--- src/rtl/id_ex_stage_reg.sv ---
// ID/EX pipeline register: captures decoded instruction and operands, detects load-use hazards.
// Latency: one cycle from ID inputs to ex_* outputs; stall_o is combinational in the same cycle.
// Backpressure: stall_o holds PC and IF/ID on a load-use hazard; freeze_i holds every register here.
// Optional feature: define ID_EX_WB_BYPASS_EN to forward same-cycle writeback data into ex_val1/ex_val2.
module id_ex_stage_reg #(
    parameter int WORD_LEN     = 32,
    parameter int REG_ADDR_LEN = 5,
    parameter int CMD_LEN      = 4,
    parameter int CNT_LEN      = 16
) (
    input  logic                    clk_i,
    input  logic                    rst_i,
    input  logic                    freeze_i,
    input  logic                    flush_i,
    input  logic                    id_valid_i,
    input  logic [WORD_LEN-1:0]     id_pc_i,
    input  logic [WORD_LEN-1:0]     id_reg1_i,
    input  logic [WORD_LEN-1:0]     id_reg2_i,
    input  logic [REG_ADDR_LEN-1:0] id_src1_i,
    input  logic [REG_ADDR_LEN-1:0] id_src2_i,
    input  logic                    id_use_src2_i,
    input  logic [REG_ADDR_LEN-1:0] id_dest_i,
    input  logic [WORD_LEN-1:0]     id_imm_i,
    input  logic [CMD_LEN-1:0]      id_exe_cmd_i,
    input  logic                    id_wb_en_i,
    input  logic                    id_mem_read_i,
    input  logic                    id_mem_write_i,
    input  logic                    id_is_imm_i,
    input  logic                    wb_en_i,
    input  logic [REG_ADDR_LEN-1:0] wb_dest_i,
    input  logic [WORD_LEN-1:0]     wb_val_i,
    output logic                    stall_o,
    output logic                    ex_valid_o,
    output logic [WORD_LEN-1:0]     ex_pc_o,
    output logic [WORD_LEN-1:0]     ex_val1_o,
    output logic [WORD_LEN-1:0]     ex_val2_o,
    output logic [WORD_LEN-1:0]     ex_imm_o,
    output logic [REG_ADDR_LEN-1:0] ex_src1_o,
    output logic [REG_ADDR_LEN-1:0] ex_src2_o,
    output logic [REG_ADDR_LEN-1:0] ex_dest_o,
    output logic [CMD_LEN-1:0]      ex_exe_cmd_o,
    output logic                    ex_wb_en_o,
    output logic                    ex_mem_read_o,
    output logic                    ex_mem_write_o,
    output logic                    ex_is_imm_o,
    output logic [CNT_LEN-1:0]      bubble_cnt_o
);

    logic                    valid_q, valid_d;
    logic [WORD_LEN-1:0]     pc_q, pc_d, val1_q, val1_d, val2_q, val2_d, imm_q, imm_d;
    logic [REG_ADDR_LEN-1:0] src1_q, src1_d, src2_q, src2_d, dest_q, dest_d;
    logic [CMD_LEN-1:0]      cmd_q, cmd_d;
    logic                    wb_en_q, wb_en_d, mem_read_q, mem_read_d;
    logic                    mem_write_q, mem_write_d, is_imm_q, is_imm_d;
    logic [CNT_LEN-1:0]      cnt_q, cnt_d;
    logic                    hazard;
    logic [WORD_LEN-1:0]     val1_sel, val2_sel;

    // A load in EX whose destination is read by the ID instruction; $0 is never a real dependency.
    assign hazard = valid_q & mem_read_q & id_valid_i & (dest_q != '0) &
                    ((dest_q == id_src1_i) | (id_use_src2_i & (dest_q == id_src2_i)));
    assign stall_o = hazard & ~flush_i & rst_i;

`ifdef ID_EX_WB_BYPASS_EN
    assign val1_sel = (wb_en_i && (wb_dest_i != '0) && (wb_dest_i == id_src1_i)) ? wb_val_i : id_reg1_i;
    assign val2_sel = (wb_en_i && (wb_dest_i != '0) && (wb_dest_i == id_src2_i)) ? wb_val_i : id_reg2_i;
`else
    logic wb_unused;
    assign wb_unused = ^{wb_en_i, wb_dest_i, wb_val_i};
    assign val1_sel  = id_reg1_i;
    assign val2_sel  = id_reg2_i;
`endif

    // Next state: freeze holds, flush/hazard load a bubble (only hazards are counted), else capture ID.
    always_comb begin
        valid_d     = valid_q;
        pc_d        = pc_q;
        val1_d      = val1_q;
        val2_d      = val2_q;
        imm_d       = imm_q;
        src1_d      = src1_q;
        src2_d      = src2_q;
        dest_d      = dest_q;
        cmd_d       = cmd_q;
        wb_en_d     = wb_en_q;
        mem_read_d  = mem_read_q;
        mem_write_d = mem_write_q;
        is_imm_d    = is_imm_q;
        cnt_d       = cnt_q;
        if (freeze_i) begin
            cnt_d = cnt_q;
        end else if (flush_i || hazard) begin
            valid_d     = 1'b0;
            pc_d        = '0;
            val1_d      = '0;
            val2_d      = '0;
            imm_d       = '0;
            src1_d      = '0;
            src2_d      = '0;
            dest_d      = '0;
            cmd_d       = '0;
            wb_en_d     = 1'b0;
            mem_read_d  = 1'b0;
            mem_write_d = 1'b0;
            is_imm_d    = 1'b0;
            if (!flush_i && (cnt_q != {CNT_LEN{1'b1}})) begin
                cnt_d = cnt_q + CNT_LEN'(1);
            end
        end else begin
            valid_d     = id_valid_i;
            pc_d        = id_pc_i;
            val1_d      = val1_sel;
            val2_d      = val2_sel;
            imm_d       = id_imm_i;
            src1_d      = id_src1_i;
            src2_d      = id_src2_i;
            dest_d      = id_dest_i;
            cmd_d       = id_exe_cmd_i;
            wb_en_d     = id_valid_i & id_wb_en_i;
            mem_read_d  = id_valid_i & id_mem_read_i;
            mem_write_d = id_valid_i & id_mem_write_i;
            is_imm_d    = id_valid_i & id_is_imm_i;
        end
    end

    // Pipeline state with synchronous active-low reset.
    always_ff @(posedge clk_i) begin
        if (!rst_i) begin
            valid_q     <= 1'b0;
            pc_q        <= '0;
            val1_q      <= '0;
            val2_q      <= '0;
            imm_q       <= '0;
            src1_q      <= '0;
            src2_q      <= '0;
            dest_q      <= '0;
            cmd_q       <= '0;
            wb_en_q     <= 1'b0;
            mem_read_q  <= 1'b0;
            mem_write_q <= 1'b0;
            is_imm_q    <= 1'b0;
            cnt_q       <= '0;
        end else begin
            valid_q     <= valid_d;
            pc_q        <= pc_d;
            val1_q      <= val1_d;
            val2_q      <= val2_d;
            imm_q       <= imm_d;
            src1_q      <= src1_d;
            src2_q      <= src2_d;
            dest_q      <= dest_d;
            cmd_q       <= cmd_d;
            wb_en_q     <= wb_en_d;
            mem_read_q  <= mem_read_d;
            mem_write_q <= mem_write_d;
            is_imm_q    <= is_imm_d;
            cnt_q       <= cnt_d;
        end
    end

    assign ex_valid_o     = valid_q;
    assign ex_pc_o        = pc_q;
    assign ex_val1_o      = val1_q;
    assign ex_val2_o      = val2_q;
    assign ex_imm_o       = imm_q;
    assign ex_src1_o      = src1_q;
    assign ex_src2_o      = src2_q;
    assign ex_dest_o      = dest_q;
    assign ex_exe_cmd_o   = cmd_q;
    assign ex_wb_en_o     = wb_en_q;
    assign ex_mem_read_o  = mem_read_q;
    assign ex_mem_write_o = mem_write_q;
    assign ex_is_imm_o    = is_imm_q;
    assign bubble_cnt_o   = cnt_q;

endmodule
--- config.mk ---
export PLATFORM = sky130hd
export DESIGN_NAME = id_ex_stage_reg
export DESIGN_NICKNAME = d
export VERILOG_FILES = /design/src/rtl/id_ex_stage_reg.sv
export SDC_FILE = /design/constraint.sdc
export NUM_CORES = 1
export LEC_CHECK = 0
export ABC_CLOCK_PERIOD_IN_PS = 3400
export CORE_AREA = 5 5 137 139
export DETAILED_ROUTE_END_ITERATION = 10
export DIE_AREA = 0 0 142 144
export PLACE_DENSITY = 0.76
export RECOVER_POWER = 25
export SLEW_MARGIN = 20
export SYNTH_ARGS = -nofsm -noshare
export SYNTH_HDL_FRONTEND = slang
export SYNTH_SLANG_ARGS = --single-unit
--- constraint.sdc ---
create_clock -name clk_i -period 3.4 [get_ports clk_i]
set_clock_uncertainty 0.1 [all_clocks]
set_input_delay 1.02 -clock clk_i [delete_from_list [all_inputs] [get_ports clk_i]]
set_output_delay 1.02 -clock clk_i [all_outputs]
set_load 0.1 [all_outputs]
==> results of run 1 <==
[critical path, cell delays in order]
cell and delay (ps):
buf_8 100, xor2_2 140, nor4_2 330, a32oi_2 190, nor4b_4 320, buf_12 210
[sequential cells by signal (all words and copies together) (netlist names)]
| name | count |
|---|---|
| bubble_cnt_o | 16 |
| ex_dest_o | 5 |
| ex_exe_cmd_o | 4 |
| ex_imm_o | 32 |
| ex_is_imm_o | 1 |
| ex_mem_read_o | 1 |
| ex_mem_write_o | 1 |
| ex_pc_o | 32 |
| ex_src1_o | 5 |
| ex_src2_o | 5 |
| ex_val1_o | 32 |
| ex_val2_o | 32 |
| ex_valid_o | 1 |
| ex_wb_en_o | 1 |
[layer usage]
layer / track usage, % / wire [µm] / up-vias
li1: - / - / 2473
met1: 21.2 / 7590 / 2378
met2: 27.4 / 8630 / 207
met3: 7.01 / 1820 / 14
met4: 5.00 / 208 / 0
met5: 0 / 0 / -
[cells in the final DEF (no fill, tap or decap), types with 6 or more instances in the layout]
| cell | n |
|---|---|
| clkbuf_1 | 84 |
| nand2_1 | 8 |
| or4_1 | 7 |
| dlygate4sd2_1 | 7 |
| clkdlybuf4s50_1 | 145 |
| a22o_1 | 148 |
| nand3_1 | 6 |
| nor2_1 | 7 |
| clkbuf_16 | 17 |
| o21ai_0 | 6 |
| nand4_1 | 11 |
| dfxtp_1 | 168 |
| inv_6 | 7 |
| buf_4 | 104 |
| xor2_1 | 7 |
| a21oi_1 | 11 |
[final timing paths]
| check | from | slack (ps) | end | cells past startpoint |
|---|---|---|---|---|
| min | ex_is_imm_o$_SDFFE_PN0N_ | 370 | ex_is_imm_o$_SDFFE_PN0N_ | 1 |
| max reg2reg | ex_dest_o[3]$_SDFFE_PN0N_ | 850 | ex_val1_o[19]$_SDFFE_PN0N_ | 7 |
| max | id_src2_i[3] | -50 | stall_o | 6 |
| min reg2reg | ex_is_imm_o$_SDFFE_PN0N_ | 370 | ex_is_imm_o$_SDFFE_PN0N_ | 1 |
[where the power goes]
| part | internal [mW] | switching, mW | leakage [nW] |
|---|---|---|---|
| logic | 0.286 | 0.662 | 1.98 |
| registers | 2.04 | 0.0406 | 1.37 |
| clock network | 1.03 | 0.852 | 0.273 |
[cells in the mapped netlist]
cell        n
or3b_2      1
nand2_1     8
buf_6       9
xor2_1      9
dfxtp_1   168
nor3_1      5
buf_4       1
ha_1        1
o21ba_2     1
and2_1      1
a22o_1    148
nand2b_1    4
nor4_1      6
o21a_1      1
or3_1       5
inv_1       4
clkbuf_1   30
nor4b_1     1
or2_2       1
o311a_1     1
a21oi_1    11
o31a_1      1
a32oi_1     1
xnor2_1     1
a32o_1      4
buf_2       2
nor2_1      7
o311ai_0    1
o21ai_0     6
o41ai_1     1
nand4_1    11
mux2i_1     3
nand3_1     7
or4_1       7
o31ai_1     5
[area by class of cell]
type | count | area (µm²)
well taps | 229 | 287
multi-input cells | 259 | 2090
repair buffers | 348 | 2740
clock inverters | 13 | 134
inverters | 4 | 15.0
fillers | 1648 | 8480
flip-flops and latches | 168 | 3360
clock buffers | 18 | 429
[repair_timing]
action | in CTS | in global routing
hold buffers | 0 | 0
setup buffers | 1 | 0
endpoints found under the setup margin | 1 | 1
gates resized for setup | 27 | 2
pin swaps | 7 | 0
[cells by family (layout without fill, tap and decap cells)]
family	Yosys count	after routing	share of synthesized area, %
compound gates	181	181	27.1
xor+xnor	10	10	1.56
fa+ha+maj	1	1	0.222
buf+inv	46	383	4.38
flops	168	168	59.8
mux	3	3	0.534
simple gates	64	64	6.43
==> out/metrics.csv, run 1 <==
stage;metric;value;unit
place;port buffer count;325;
timing;Tcrit/Tclk final;101;%
power;leak pwr;3.62;nW
global_route;first-pass GRT wire length;27900;µm
clock_tree;CTS Buf Count;17;
clock_tree;clk_lat worst skew;420;ps
worst_setup_path;crit path max fanout;2;
detailed_routing;wire per inst;17.6;µm
global_route;largest net degree at the start of global routing;75;
timing;Final TNS setup;-46.1;ps
power;total power;4.91;mW
global_route;number of global-route vias before repair;5140;
final_layout;Final Instance Area;9050;µm²
detailed_routing;Post-route DRC;0;
timing;Final WS setup;-46.1;ps
yosys;Yosys warning total;0;
power;maximum vdd drop;0.000322;V
worst_setup_path;Critical Path RT;2280;ps
power;PwrDens;542;nW/µm²
place;placed cell count;1007;
detailed_routing;iteration count of the initial detailed-routing pass;4;
floorplanning;Core Box Area;17500;µm²
yosys;Post-Syn Nets;669;
worst_setup_path;Worst setup EP type;primary output;
clock_tree;Root Buffer;clkbuf_16;
detailed_routing;total wire length;18200;µm
floorplanning;Die W;142;µm
timing;fin crit period;3450;ps
floorplanning;Initial Util;32.1;%
global_route;antenna violations before repair;0;
timing;RSZ-0062 raised after global routing;yes;
floorplanning;io pins;364;
worst_setup_path;Crit path arrival time;2330;ps
yosys;Cell variety after synth;35;
detailed_routing;Final ANT Viol Nets;0;
yosys;Post-Synthesis Cells;473;
global_route;global route total overflow;0;
timing;Least-Margin Pin Slew;1240;ps
place;GPL Wtd Cong;0.790;
worst_hold_path;worst hold path type;reg2reg;
outcome;failing checks;negative setup slack;
final_layout;# diodes;0;
final_layout;Nets;994;
final_layout;area delta synth->final;61.0;%
place;worst slack at placement;-509;ps
global_route;global-route usage over all layers;17.1;%
timing;Slew Limit Fails;0;
yosys;top area cells in the synthesized netlist;dfxtp_1 (60%), a22o_1 (23%), clkbuf_1 (2.0%);
clock_tree;Clk pin slew, worst setup/hold paths;60;ps
flow_run;Max Cap Viol;0;
yosys;#FFs+latches synth;168;
timing;slew margin rel.;18.0;%
yosys;Syn Std Cell Area;5620;µm²
final_layout;Finished Layout Cells;1039;
final_layout;Core Util, Final;51.6;%
detailed_routing;Via-to-Cell Ratio;4.88;
timing;hold slack final;366;ps
clock_tree;CTS tree;yes;
timing;final hold violations;0;
place;Cell Area, Placed;8770;µm²
final_layout;share of cells above drive strength 1;19.0;%
yosys;Syn Area/Cell;11.9;µm²
yosys;biggest area consumer among synthesized cells;dfxtp_1;
floorplanning;Die H;144;µm
place;hpwl dp;13100;µm
timing;# setup viols final;1;
clock_tree;Max Buffers Root-to-Sink;2;
timing;fmax;290;MHz
outcome;status;finished, violations left;
worst_setup_path;CP startpoint kind;input pin;
yosys;post-synth top area share;59.8;%
worst_setup_path;Critical Setup Path Class;in2out;
floorplanning;Std-Cell Rows;49;
detailed_routing;violation count after the first detailed-route iteration;330;
clock_tree;Num Clock Sinks;168;
yosys;Seq/Total Area, Yosys;59.8;%
floorplanning;Die Area;20400;µm²
clock_tree;CTS H-tree depth;4;
detailed_routing;vias;5072;
Note: power is estimated with default switching activity, not from simulation.
==> run 2: changes to the inputs <==
GPL_ROUTABILITY_DRIVEN = 0   (was not set)
==> results of run 2 <==
Final layout, timing and power as in run 1 (identical DEF).
